--- src/rtl/uart_alu_pkg.sv ---
// rtl/uart_alu_pkg.sv - shared widths, opcodes, state encodings and the ALU function
package uart_alu_pkg;

  localparam int SIZEDATA = 8;
  localparam int SIZEOP   = 6;

  localparam logic [SIZEOP-1:0] OP_ADD = 6'b100000;
  localparam logic [SIZEOP-1:0] OP_SUB = 6'b100010;
  localparam logic [SIZEOP-1:0] OP_OR  = 6'b100101;
  localparam logic [SIZEOP-1:0] OP_XOR = 6'b100110;
  localparam logic [SIZEOP-1:0] OP_AND = 6'b100100;
  localparam logic [SIZEOP-1:0] OP_NOR = 6'b100111;
  localparam logic [SIZEOP-1:0] OP_SRA = 6'b000011;
  localparam logic [SIZEOP-1:0] OP_SRL = 6'b000010;

  typedef enum logic [1:0] {RX_IDLE, RX_START, RX_DATA, RX_STOP} rx_state_e;
  typedef enum logic [1:0] {TX_IDLE, TX_START, TX_DATA, TX_STOP} tx_state_e;
  typedef enum logic [1:0] {SEQ_WAIT_A, SEQ_WAIT_B, SEQ_WAIT_OP, SEQ_SEND} seq_state_e;

  // Shifts use the whole of b, so b >= 8 empties the byte (or fills with the sign)
  function automatic logic [SIZEDATA-1:0] alu_f(input logic [SIZEDATA-1:0] a,
                                                input logic [SIZEDATA-1:0] b,
                                                input logic [SIZEOP-1:0]   op);
    logic [SIZEDATA-1:0] r;
    r = '0;
    case (op)
      OP_ADD:  r = a + b;
      OP_SUB:  r = a - b;
      OP_OR:   r = a | b;
      OP_XOR:  r = a ^ b;
      OP_AND:  r = a & b;
      OP_NOR:  r = ~(a | b);
      OP_SRA:  r = SIZEDATA'($signed(a) >>> b);
      OP_SRL:  r = a >> b;
      default: r = '0;
    endcase
    return r;
  endfunction

endpackage

--- src/rtl/uart_alu_uart.sv ---
// rtl/uart_alu_uart.sv - baud tick generator, 8N1 receiver and 8N1 transmitter
module uart
  import uart_alu_pkg::*;
#(
  parameter int CLK_FREQ   = 5_000_000,
  parameter int BAUD_RATE  = 9600,
  parameter int OVERSAMPLE = 16
) (
  input  logic                clk,
  input  logic                rst_n,
  input  logic                rx,
  output logic                tx,
  input  logic                tx_start,
  input  logic [SIZEDATA-1:0] tx_byte,
  output logic                rx_done,
  output logic [SIZEDATA-1:0] rx_byte,
  output logic                tx_done
);

  localparam int DIV   = (CLK_FREQ + (BAUD_RATE * OVERSAMPLE) / 2) / (BAUD_RATE * OVERSAMPLE);
  localparam int DIV_W = (DIV > 1) ? $clog2(DIV) : 1;
  localparam int OS_W  = $clog2(OVERSAMPLE);
  localparam logic [DIV_W-1:0] DIV_LAST = DIV_W'(DIV - 1);
  localparam logic [OS_W-1:0]  OS_LAST  = OS_W'(OVERSAMPLE - 1);
  localparam logic [OS_W-1:0]  OS_MID   = OS_W'(OVERSAMPLE / 2 - 1);

  logic [DIV_W-1:0] baud_cnt_q, baud_cnt_d;
  logic             tick;

  logic             rx_meta_q, rx_sync_q, rx_prev_q;
  rx_state_e        rx_state_q, rx_state_d;
  logic [OS_W-1:0]  rx_os_q, rx_os_d;
  logic [2:0]       rx_bit_q, rx_bit_d;
  logic [7:0]       rx_shift_q, rx_shift_d;
  logic             rx_done_q, rx_done_d;

  tx_state_e        tx_state_q, tx_state_d;
  logic [OS_W-1:0]  tx_os_q, tx_os_d;
  logic [2:0]       tx_bit_q, tx_bit_d;
  logic [7:0]       tx_shift_q, tx_shift_d;
  logic             tx_pend_q, tx_pend_d;
  logic             tx_done_q, tx_done_d;

  assign tick = (baud_cnt_q == DIV_LAST);

  always_comb begin
    baud_cnt_d = tick ? '0 : baud_cnt_q + DIV_W'(1);
  end

  // Start is armed by a falling edge, so a low stop bit cannot re-trigger a frame
  always_comb begin
    rx_state_d = rx_state_q;
    rx_os_d    = rx_os_q;
    rx_bit_d   = rx_bit_q;
    rx_shift_d = rx_shift_q;
    rx_done_d  = 1'b0;
    case (rx_state_q)
      RX_IDLE: begin
        if (rx_prev_q && !rx_sync_q) begin
          rx_state_d = RX_START;
          rx_os_d    = '0;
        end
      end
      RX_START: begin
        if (tick) begin
          if (rx_os_q == OS_MID) begin
            rx_os_d    = '0;
            rx_bit_d   = '0;
            rx_state_d = rx_sync_q ? RX_IDLE : RX_DATA;
          end else begin
            rx_os_d = rx_os_q + OS_W'(1);
          end
        end
      end
      RX_DATA: begin
        if (tick) begin
          if (rx_os_q == OS_LAST) begin
            rx_os_d    = '0;
            rx_shift_d = {rx_sync_q, rx_shift_q[7:1]};
            rx_bit_d   = rx_bit_q + 3'd1;
            if (rx_bit_q == 3'd7) rx_state_d = RX_STOP;
          end else begin
            rx_os_d = rx_os_q + OS_W'(1);
          end
        end
      end
      RX_STOP: begin
        if (tick) begin
          if (rx_os_q == OS_LAST) begin
            rx_done_d  = rx_sync_q;
            rx_state_d = RX_IDLE;
          end else begin
            rx_os_d = rx_os_q + OS_W'(1);
          end
        end
      end
      default: rx_state_d = RX_IDLE;
    endcase
  end

  // A request waits for the next tick so the start bit is a full 16 ticks long
  always_comb begin
    tx_state_d = tx_state_q;
    tx_os_d    = tx_os_q;
    tx_bit_d   = tx_bit_q;
    tx_shift_d = tx_shift_q;
    tx_pend_d  = tx_pend_q;
    tx_done_d  = 1'b0;
    case (tx_state_q)
      TX_IDLE: begin
        if (tx_start) tx_shift_d = tx_byte;
        if ((tx_start || tx_pend_q) && tick) begin
          tx_state_d = TX_START;
          tx_os_d    = '0;
          tx_pend_d  = 1'b0;
        end else if (tx_start) begin
          tx_pend_d = 1'b1;
        end
      end
      TX_START: begin
        if (tick) begin
          if (tx_os_q == OS_LAST) begin
            tx_os_d    = '0;
            tx_bit_d   = '0;
            tx_state_d = TX_DATA;
          end else begin
            tx_os_d = tx_os_q + OS_W'(1);
          end
        end
      end
      TX_DATA: begin
        if (tick) begin
          if (tx_os_q == OS_LAST) begin
            tx_os_d    = '0;
            tx_shift_d = {1'b0, tx_shift_q[7:1]};
            tx_bit_d   = tx_bit_q + 3'd1;
            if (tx_bit_q == 3'd7) tx_state_d = TX_STOP;
          end else begin
            tx_os_d = tx_os_q + OS_W'(1);
          end
        end
      end
      TX_STOP: begin
        if (tick) begin
          if (tx_os_q == OS_LAST) begin
            tx_done_d  = 1'b1;
            tx_state_d = TX_IDLE;
          end else begin
            tx_os_d = tx_os_q + OS_W'(1);
          end
        end
      end
      default: tx_state_d = TX_IDLE;
    endcase
  end

  always_comb begin
    tx = 1'b1;
    case (tx_state_q)
      TX_START: tx = 1'b0;
      TX_DATA:  tx = tx_shift_q[0];
      default:  tx = 1'b1;
    endcase
  end

  always_ff @(posedge clk or negedge rst_n) begin
    if (!rst_n) begin
      baud_cnt_q <= '0;
      rx_meta_q  <= 1'b1;
      rx_sync_q  <= 1'b1;
      rx_prev_q  <= 1'b1;
      rx_state_q <= RX_IDLE;
      rx_os_q    <= '0;
      rx_bit_q   <= '0;
      rx_shift_q <= '0;
      rx_done_q  <= 1'b0;
      tx_state_q <= TX_IDLE;
      tx_os_q    <= '0;
      tx_bit_q   <= '0;
      tx_shift_q <= '0;
      tx_pend_q  <= 1'b0;
      tx_done_q  <= 1'b0;
    end else begin
      baud_cnt_q <= baud_cnt_d;
      rx_meta_q  <= rx;
      rx_sync_q  <= rx_meta_q;
      rx_prev_q  <= rx_sync_q;
      rx_state_q <= rx_state_d;
      rx_os_q    <= rx_os_d;
      rx_bit_q   <= rx_bit_d;
      rx_shift_q <= rx_shift_d;
      rx_done_q  <= rx_done_d;
      tx_state_q <= tx_state_d;
      tx_os_q    <= tx_os_d;
      tx_bit_q   <= tx_bit_d;
      tx_shift_q <= tx_shift_d;
      tx_pend_q  <= tx_pend_d;
      tx_done_q  <= tx_done_d;
    end
  end

  assign rx_done = rx_done_q;
  assign rx_byte = rx_shift_q;
  assign tx_done = tx_done_q;

endmodule

--- src/rtl/uart_alu_top.sv ---
// rtl/uart_alu_top.sv - serial ALU: collects A, B, opcode over UART and sends back the result
module uart_alu_top
  import uart_alu_pkg::*;
#(
  parameter int CLK_FREQ   = 5_000_000,
  parameter int BAUD_RATE  = 9600,
  parameter int OVERSAMPLE = 16
) (
  input  logic i_clock,
  input  logic i_reset,
  input  logic i_tx,
  output logic o_rx,
  output logic o_tx_done
);

  seq_state_e          state_q, state_d;
  logic [SIZEDATA-1:0] a_q, a_d;
  logic [SIZEDATA-1:0] b_q, b_d;
  logic [SIZEOP-1:0]   op_q, op_d;
  logic [SIZEDATA-1:0] result_q, result_d;
  logic                tx_start_q, tx_start_d;
  logic                rx_done;
  logic [SIZEDATA-1:0] rx_byte;
  logic                tx_done;

  uart #(
    .CLK_FREQ   (CLK_FREQ),
    .BAUD_RATE  (BAUD_RATE),
    .OVERSAMPLE (OVERSAMPLE)
  ) u_uart (
    .clk      (i_clock),
    .rst_n    (i_reset),
    .rx       (i_tx),
    .tx       (o_rx),
    .tx_start (tx_start_q),
    .tx_byte  (result_q),
    .rx_done  (rx_done),
    .rx_byte  (rx_byte),
    .tx_done  (tx_done)
  );

  // The result is computed straight from the arriving opcode byte; SEND drops any input
  always_comb begin
    state_d    = state_q;
    a_d        = a_q;
    b_d        = b_q;
    op_d       = op_q;
    result_d   = result_q;
    tx_start_d = 1'b0;
    case (state_q)
      SEQ_WAIT_A: begin
        if (rx_done) begin
          a_d     = rx_byte;
          state_d = SEQ_WAIT_B;
        end
      end
      SEQ_WAIT_B: begin
        if (rx_done) begin
          b_d     = rx_byte;
          state_d = SEQ_WAIT_OP;
        end
      end
      SEQ_WAIT_OP: begin
        if (rx_done) begin
          op_d       = rx_byte[SIZEOP-1:0];
          result_d   = alu_f(a_q, b_q, rx_byte[SIZEOP-1:0]);
          tx_start_d = 1'b1;
          state_d    = SEQ_SEND;
        end
      end
      SEQ_SEND: begin
        if (tx_done) state_d = SEQ_WAIT_A;
      end
      default: state_d = SEQ_WAIT_A;
    endcase
  end

  always_ff @(posedge i_clock or negedge i_reset) begin
    if (!i_reset) begin
      state_q    <= SEQ_WAIT_A;
      a_q        <= '0;
      b_q        <= '0;
      op_q       <= '0;
      result_q   <= '0;
      tx_start_q <= 1'b0;
    end else begin
      state_q    <= state_d;
      a_q        <= a_d;
      b_q        <= b_d;
      op_q       <= op_d;
      result_q   <= result_d;
      tx_start_q <= tx_start_d;
    end
  end

  assign o_tx_done = tx_done;

endmodule

--- config.mk ---
export PLATFORM = sky130hd
export DESIGN_NAME = uart_alu_top
export DESIGN_NICKNAME = d
export VERILOG_FILES = /design/src/rtl/uart_alu_pkg.sv /design/src/rtl/uart_alu_uart.sv /design/src/rtl/uart_alu_top.sv
export SDC_FILE = /design/constraint.sdc
export NUM_CORES = 1
export LEC_CHECK = 0
export CAP_MARGIN = 30
export CORE_MARGIN = 3
export CORE_UTILIZATION = 64
export DETAILED_ROUTE_END_ITERATION = 12
export PLACE_DENSITY = 0.81
export REMOVE_ABC_BUFFERS = 1
export SLEW_MARGIN = 20
export SYNTH_ARGS = -nofsm -noshare
export SYNTH_HDL_FRONTEND = slang
export SYNTH_SLANG_ARGS = --single-unit
export TNS_END_PERCENT = 100
--- constraint.sdc ---
create_clock -name i_clock -period 3.37 [get_ports i_clock]
set_input_delay 0.8425 -clock i_clock [delete_from_list [all_inputs] [get_ports i_clock]]
set_output_delay 0.8425 -clock i_clock [all_outputs]
set_load 0.02 [all_outputs]
---- Word level (Yosys, flattened, before mapping) ----
Cells that the tools add are included.
word-level totals
  flip-flop bits (word level) ............. 73
  bits of input ports ..................... 3
  output and inout port bits .............. 2
  word-level logic and storage cells ...... 170
cells by class
  $add $sub $neg .......................... 7
  equal/unequal tests ..................... 47
  shift operators ......................... 2
  mux-type cells .......................... 65
  bitwise operators ....................... 4
  reductions and logical operators ........ 25
operators by type and width
  cell                                                                      number
  8-bit case mux with 8 select lines                                        1
  4-bit 2-to-1 mux                                                          12
  6-bit == test (second input constant)                                     7
  2-bit 2-to-1 mux                                                          21
  2-bit by 1-bit inequality test with 1-bit output (second input constant)  21
  3-bit 2-to-1 mux                                                          8
  8-bit 2-to-1 mux                                                          3
  2-bit case mux with 4 select lines                                        3
  4-bit case mux with 4 select lines                                        1
  8-bit case mux with 2 select lines                                        1
  8-bit AND reduction                                                       2
  5-bit AND reduction                                                       3
  2-bit == test (second input constant)                                     6
  6-bit by 2-bit == test with 1-bit output (second input constant)          2
  3-bit case mux with 2 select lines                                        2
  4-bit case mux with 3 select lines                                        1
  4-bit AND reduction                                                       3
  1-bit 2-to-1 mux                                                          10
  4-bit by 1-bit adder with 4-bit output (second input constant)            2
  8-bit adder                                                               1
  8-bit bitwise AND                                                         1
  4-bit == test (second input constant)                                     2
  8-bit inverter                                                            1
  8-bit OR                                                                  1
  other kinds (20)                                                          35

---- Depth between registers and ports, before layout ----
  depth after elaboration ................. 5
  gate-level depth with buffers ........... 14

---- By module ----
A second synthesis with hierarchy kept.
second synthesis, totals
  cell total of the unflattened synthesis .. 510
  area total of the unflattened synthesis .. 5018.6 µm²
by module, submodules not included
  module        instances  cells an instance  area each (µm²)  seq. area each (µm²)
  uart_alu_top  1          304                2631.3           675.6
  uart          1          206                2387.3           1154.9

---- Least setup slack after synthesis ----
Ideal clock, no wire load.
  kind .................................... reg-to-reg
  start point ............................. register b_q[1]
  end point ............................... register result_q[4]
  library setup time ...................... 0.136 ns
  data arrival time ....................... 2.504 ns
  data required time ...................... 3.234 ns
  path slack .............................. 0.730 ns
  cell stages (with the launch flop) ...... 13
  path buffers ............................ 2
  clock period less this slack ............ 2.640 ns
  cells stage by stage .................... dfrtp_1 buf_2 buf_2 inv_1 ha_1 nand2_1 o21ai_0 fa_1 nand2b_1 a21oi_1 nor3_1 a2111oi_0 a31oi_1
between the ends
  cells in the longest elaborated chain, start to end .. 2
RTL lines
  element                                   line                text
  from (decl)                               uart_alu_top.sv:18  logic [SIZEDATA-1:0] b_q, b_d;
  from (signal assigned)                    uart_alu_top.sv:82  b_q <= '0;
  from (signal assigned)                    uart_alu_top.sv:89  b_q <= b_d;
  8-bit subtractor (tied with other cells)  uart_alu_pkg.sv:28  OP_SUB: r = a - b;
  8-bit case mux with 8 select lines (*)    uart_alu_pkg.sv:26  case (op)
  to (signal assigned)                      uart_alu_top.sv:91  result_q <= result_d;
  to (decl)                                 uart_alu_top.sv:20  logic [SIZEDATA-1:0] result_q, result_d;
Every way passes the cells marked *; elsewhere a longest branch is shown, timed or not.
A chain may end at the register's enable or synchronous reset.

---- Worst setup path in the final report ----
  start point ............................. register u_uart.tx_state_q[0]
  end point ............................... output port o_rx
between the ends
  cells in the longest elaborated chain, start to end .. 2
RTL lines
  element                                                                    line                  text
  from (decl)                                                                uart_alu_uart.sv:37   tx_state_e tx_state_q, tx_state_d;
  from (signal assigned)                                                     uart_alu_uart.sv:193  tx_state_q <= tx_state_d;
  2-bit == test or 2-bit by 1-bit == test with 1-bit output (tied branches)  uart_alu_uart.sv:159  case (tx_state_q)
  1-bit case mux with 2 select lines (*)                                     uart_alu_uart.sv:159
  to (decl)                                                                  uart_alu_top.sv:12    output logic o_rx,
Marks and branches as above.

==> impl_metrics.ini <==
[clock_tree]
htreeDepth = 3
cts_resized = 0
root_buffer = clkbuf_8
clk_latency_ns = 0.35
clk_pin_slew_ns = 0.08
cts_max_path_buffers = 2
cts_hold_buf = 0
tritoncts = built
cts_made_buffers = 9
cts_sinks = 73
post-cts-setup-buffers = 0

[route]
antenna_left = 0
drt_iter0_markers = 302
post_drt_wl_per_cell_um = 17.1
drt_pass1_iterations = 5
vias = 4052
drc_errors = 0
viasPerCell = 6.37
postRouteWirelength_um = 10900

[logic_synthesis]
syn_avg_cell_area_um2 = 9.50
ys_seq_area_share_pct = 36.5
yosys-top-cells-area = dfrtp_1 (35%), ha_1 (10%), mux2_2 (6.1%)
ys_warn_count = 0
synth_top_area_share_pct = 34.9
synth.most_common_cell = dfrtp_1
synth_common_cells = dfrtp_1 (70), nand2_1 (50), ha_1 (41)
synth_cell_types = 69
synth_ff_type = dfrtp_1
yosysTopAreaCell = dfrtp_1
ys_seq_elements = 73
async_flop_share_pct = 100
synth_area_um2 = 5010
netlist_instances = 528
synth_edf_count = 0

[layout]
areaGrowthSynthToFinish_pct = 7.19
fillerInstances = 535
final_nets = 577
final_core_util_pct = 72.6
diodes = 0
fin_cells = 636
drive_gt1_share_pct = 14.7

[run_status]
outcome = finished clean

[global_routing]
grt.overflow.total = 0
grt_start_max_net_pins = 74
grt_usage_pct = 26.6
antenna_found_initial = 0
grt_pass1_wl_um = 18700
grt_pass1_vias = 3907

[floorplanning]
initial_core_util_pct = 67.7
die_w_um = 94.5
die_h_um = 94.5
std_cell_rows = 31
io_pins = 5
die_area_um2 = 8930
coreArea_um2 = 7410

[sta]
timing.final.crit_share_pct = 89.1
fmaxAchievable_mhz = 333
finalSetupTns_ns = 0
slew_headroom_pct = 38.6
tightest_slew_ns = 0.912
finClkSkew_ns = 0.0112
hold-worst-slack_ns = 0.359
fin_crit_ns = 3.00
final-max-slew-violation-count = 0
rsz0062_at_grt = false
setup_viol = 0
hold_viol_final = 0

[job]
maxCapViolCount = 0

[placement]
dp.final_hpwl_um = 7920
dp.cells = 618
place_congestion = 0.939
portBuffers = 4

[worst_setup_path]
cp_data_required_time_ns = 2.53
cp_top_family = buffers and inverters
cpPeakStageDelay_ns = 0.62
cp-end-kind = primary output
cp_data_arrival_time_ns = 2.16
slowest_stage = clkdlybuf4s50_1
start_kind = register
crit_buf_inv = 2
worstPathMaxFanout = 11
crit_path_cell_trace = inv_1, ha_1, nand2_1, o21ai_0, clkdlybuf4s50_1
path_class = register to primary output

[power]
power_density_nw_per_um2 = 318
ir_worst_vdd_mv = 0.263
leakage_nw = 2.31

[worst_hold_path]
hp-class = register to register
-- flip-flops by register name, summed over array words and instances (netlist names), 2 cells and up, named ones only --
signal	flops
u_uart.rx_byte	8
u_uart.rx_bit_q	3
result_q	8
u_uart.tx_bit_q	3
u_uart.tx_state_q	2
a_q	8
u_uart.baud_cnt_q	6
b_q	8
u_uart.tx_shift_q	8
state_q	2
u_uart.tx_os_q	4
u_uart.rx_os_q	4
-- cells in the final DEF, fill, tap and decap left out, types with 4 or more instances in the layout --
cell type | synthesis | final
a31oi_1 | 10 | 10
o21ai_0 | 38 | 38
a211oi_1 | 7 | 7
and3_1 | 7 | 7
xnor2_1 | 16 | 16
inv_1 | 32 | 32
nand2b_1 | 5 | 5
nor2_1 | 33 | 33
a22o_1 | 4 | 4
mux2_2 | 27 | 27
nor4_1 | 5 | 5
xor2_1 | 6 | 6
nand2_1 | 50 | 50
nand3_1 | 16 | 16
a2111oi_0 | 4 | 4
o22ai_1 | 6 | 6
a21oi_1 | 21 | 21
mux4_2 | 4 | 4
ha_1 | 41 | 41
nor3_1 | 9 | 9
a22oi_1 | 5 | 5
mux2i_1 | 18 | 18
dfrtp_1 | 70 | 70
nor2b_1 | 7 | 7
buf_4 | 0 | 12
clkbuf_8 | 0 | 9
-- worst register-to-register path: cells and delay by family (launching register included) --
| kind | cells | cell delay (ns) |
|---|---|---|
| and+or+nand+nor | 6 | 1.07 |
| AOI/OAI and AO/OA | 3 | 0.82 |
| DFF | 1 | 0.48 |
| adders and majority gates | 1 | 0.32 |
| xor gates and xnor gates | 1 | 0.13 |
-- power by group --
part	total, W	internal [W]	switching (W)	leakage [nW]
sequential	0.000930	0.000898	0.0000314	0.991
clock	0.000677	0.000344	0.000333	0.0929
combinational	0.000102	0.0000414	0.0000603	1.23
-- cell families after synthesis --
logic type	synth area share (%)
and+or+nand+nor	16.7
AOI/OAI and AO/OA	16.4
DFF	36.5
buffers and inverters	4.44
muxes	11.5
adders and majority gates	10.6
xor gates and xnor gates	3.84
-- worst paths after layout --
kind	start	endpoint	slack, ns	cells after the start
min in group asynchronous	i_reset	a_q[1]$_DFFE_PN0P_	0.42	1
max reg2reg	u_uart.rx_byte[3]$_DFFE_PN0P_	result_q[4]$_DFFE_PN0P_	0.43	11
max in group asynchronous	i_reset	state_q[0]$_DFFE_PN0P_	2.40	2
min reg2reg	u_uart.rx_meta_q$_DFF_PN1_	u_uart.rx_sync_q$_DFF_PN1_	0.36	0
min	u_uart.rx_meta_q$_DFF_PN1_	u_uart.rx_sync_q$_DFF_PN1_	0.36	0
max	u_uart.tx_state_q[0]$_DFFE_PN0P_	o_rx	0.37	5
-- stage by stage --
step	total power, W	worst slack [ns]	cell area (um^2)
floorplan	0.00101	0.578	4920
global placement	0.00104	0.615	5150
detailed placement	0.00105	0.508	5150
CTS	0.00173	0.337	5350
global route	0.00178	0.272	5380
finish	0.00171	0.367	5380
-- layout make-up --
cell class	count	area (um^2)	area share, %
clock inverter	6	67.6	1.26
inverter	33	124	2.30
multi-input combinational	399	2960	55.1
timing repair buffer	16	140	2.61
tap	99	124	2.30
clock buffer	10	128	2.37
sequential	73	1830	34.1
-- routing by layer --
metal,routed length (um),part of all wire (%),vias up,GRT usage (%)
met1,4900,45,1962,35.7
li1,-,-,1910,-
met5,0,0,-,0
met4,248,2.3,0,10.7
met3,641,5.9,27,5.18
met2,5100,47,153,42.6
Power figures use the tool's default switching activity.
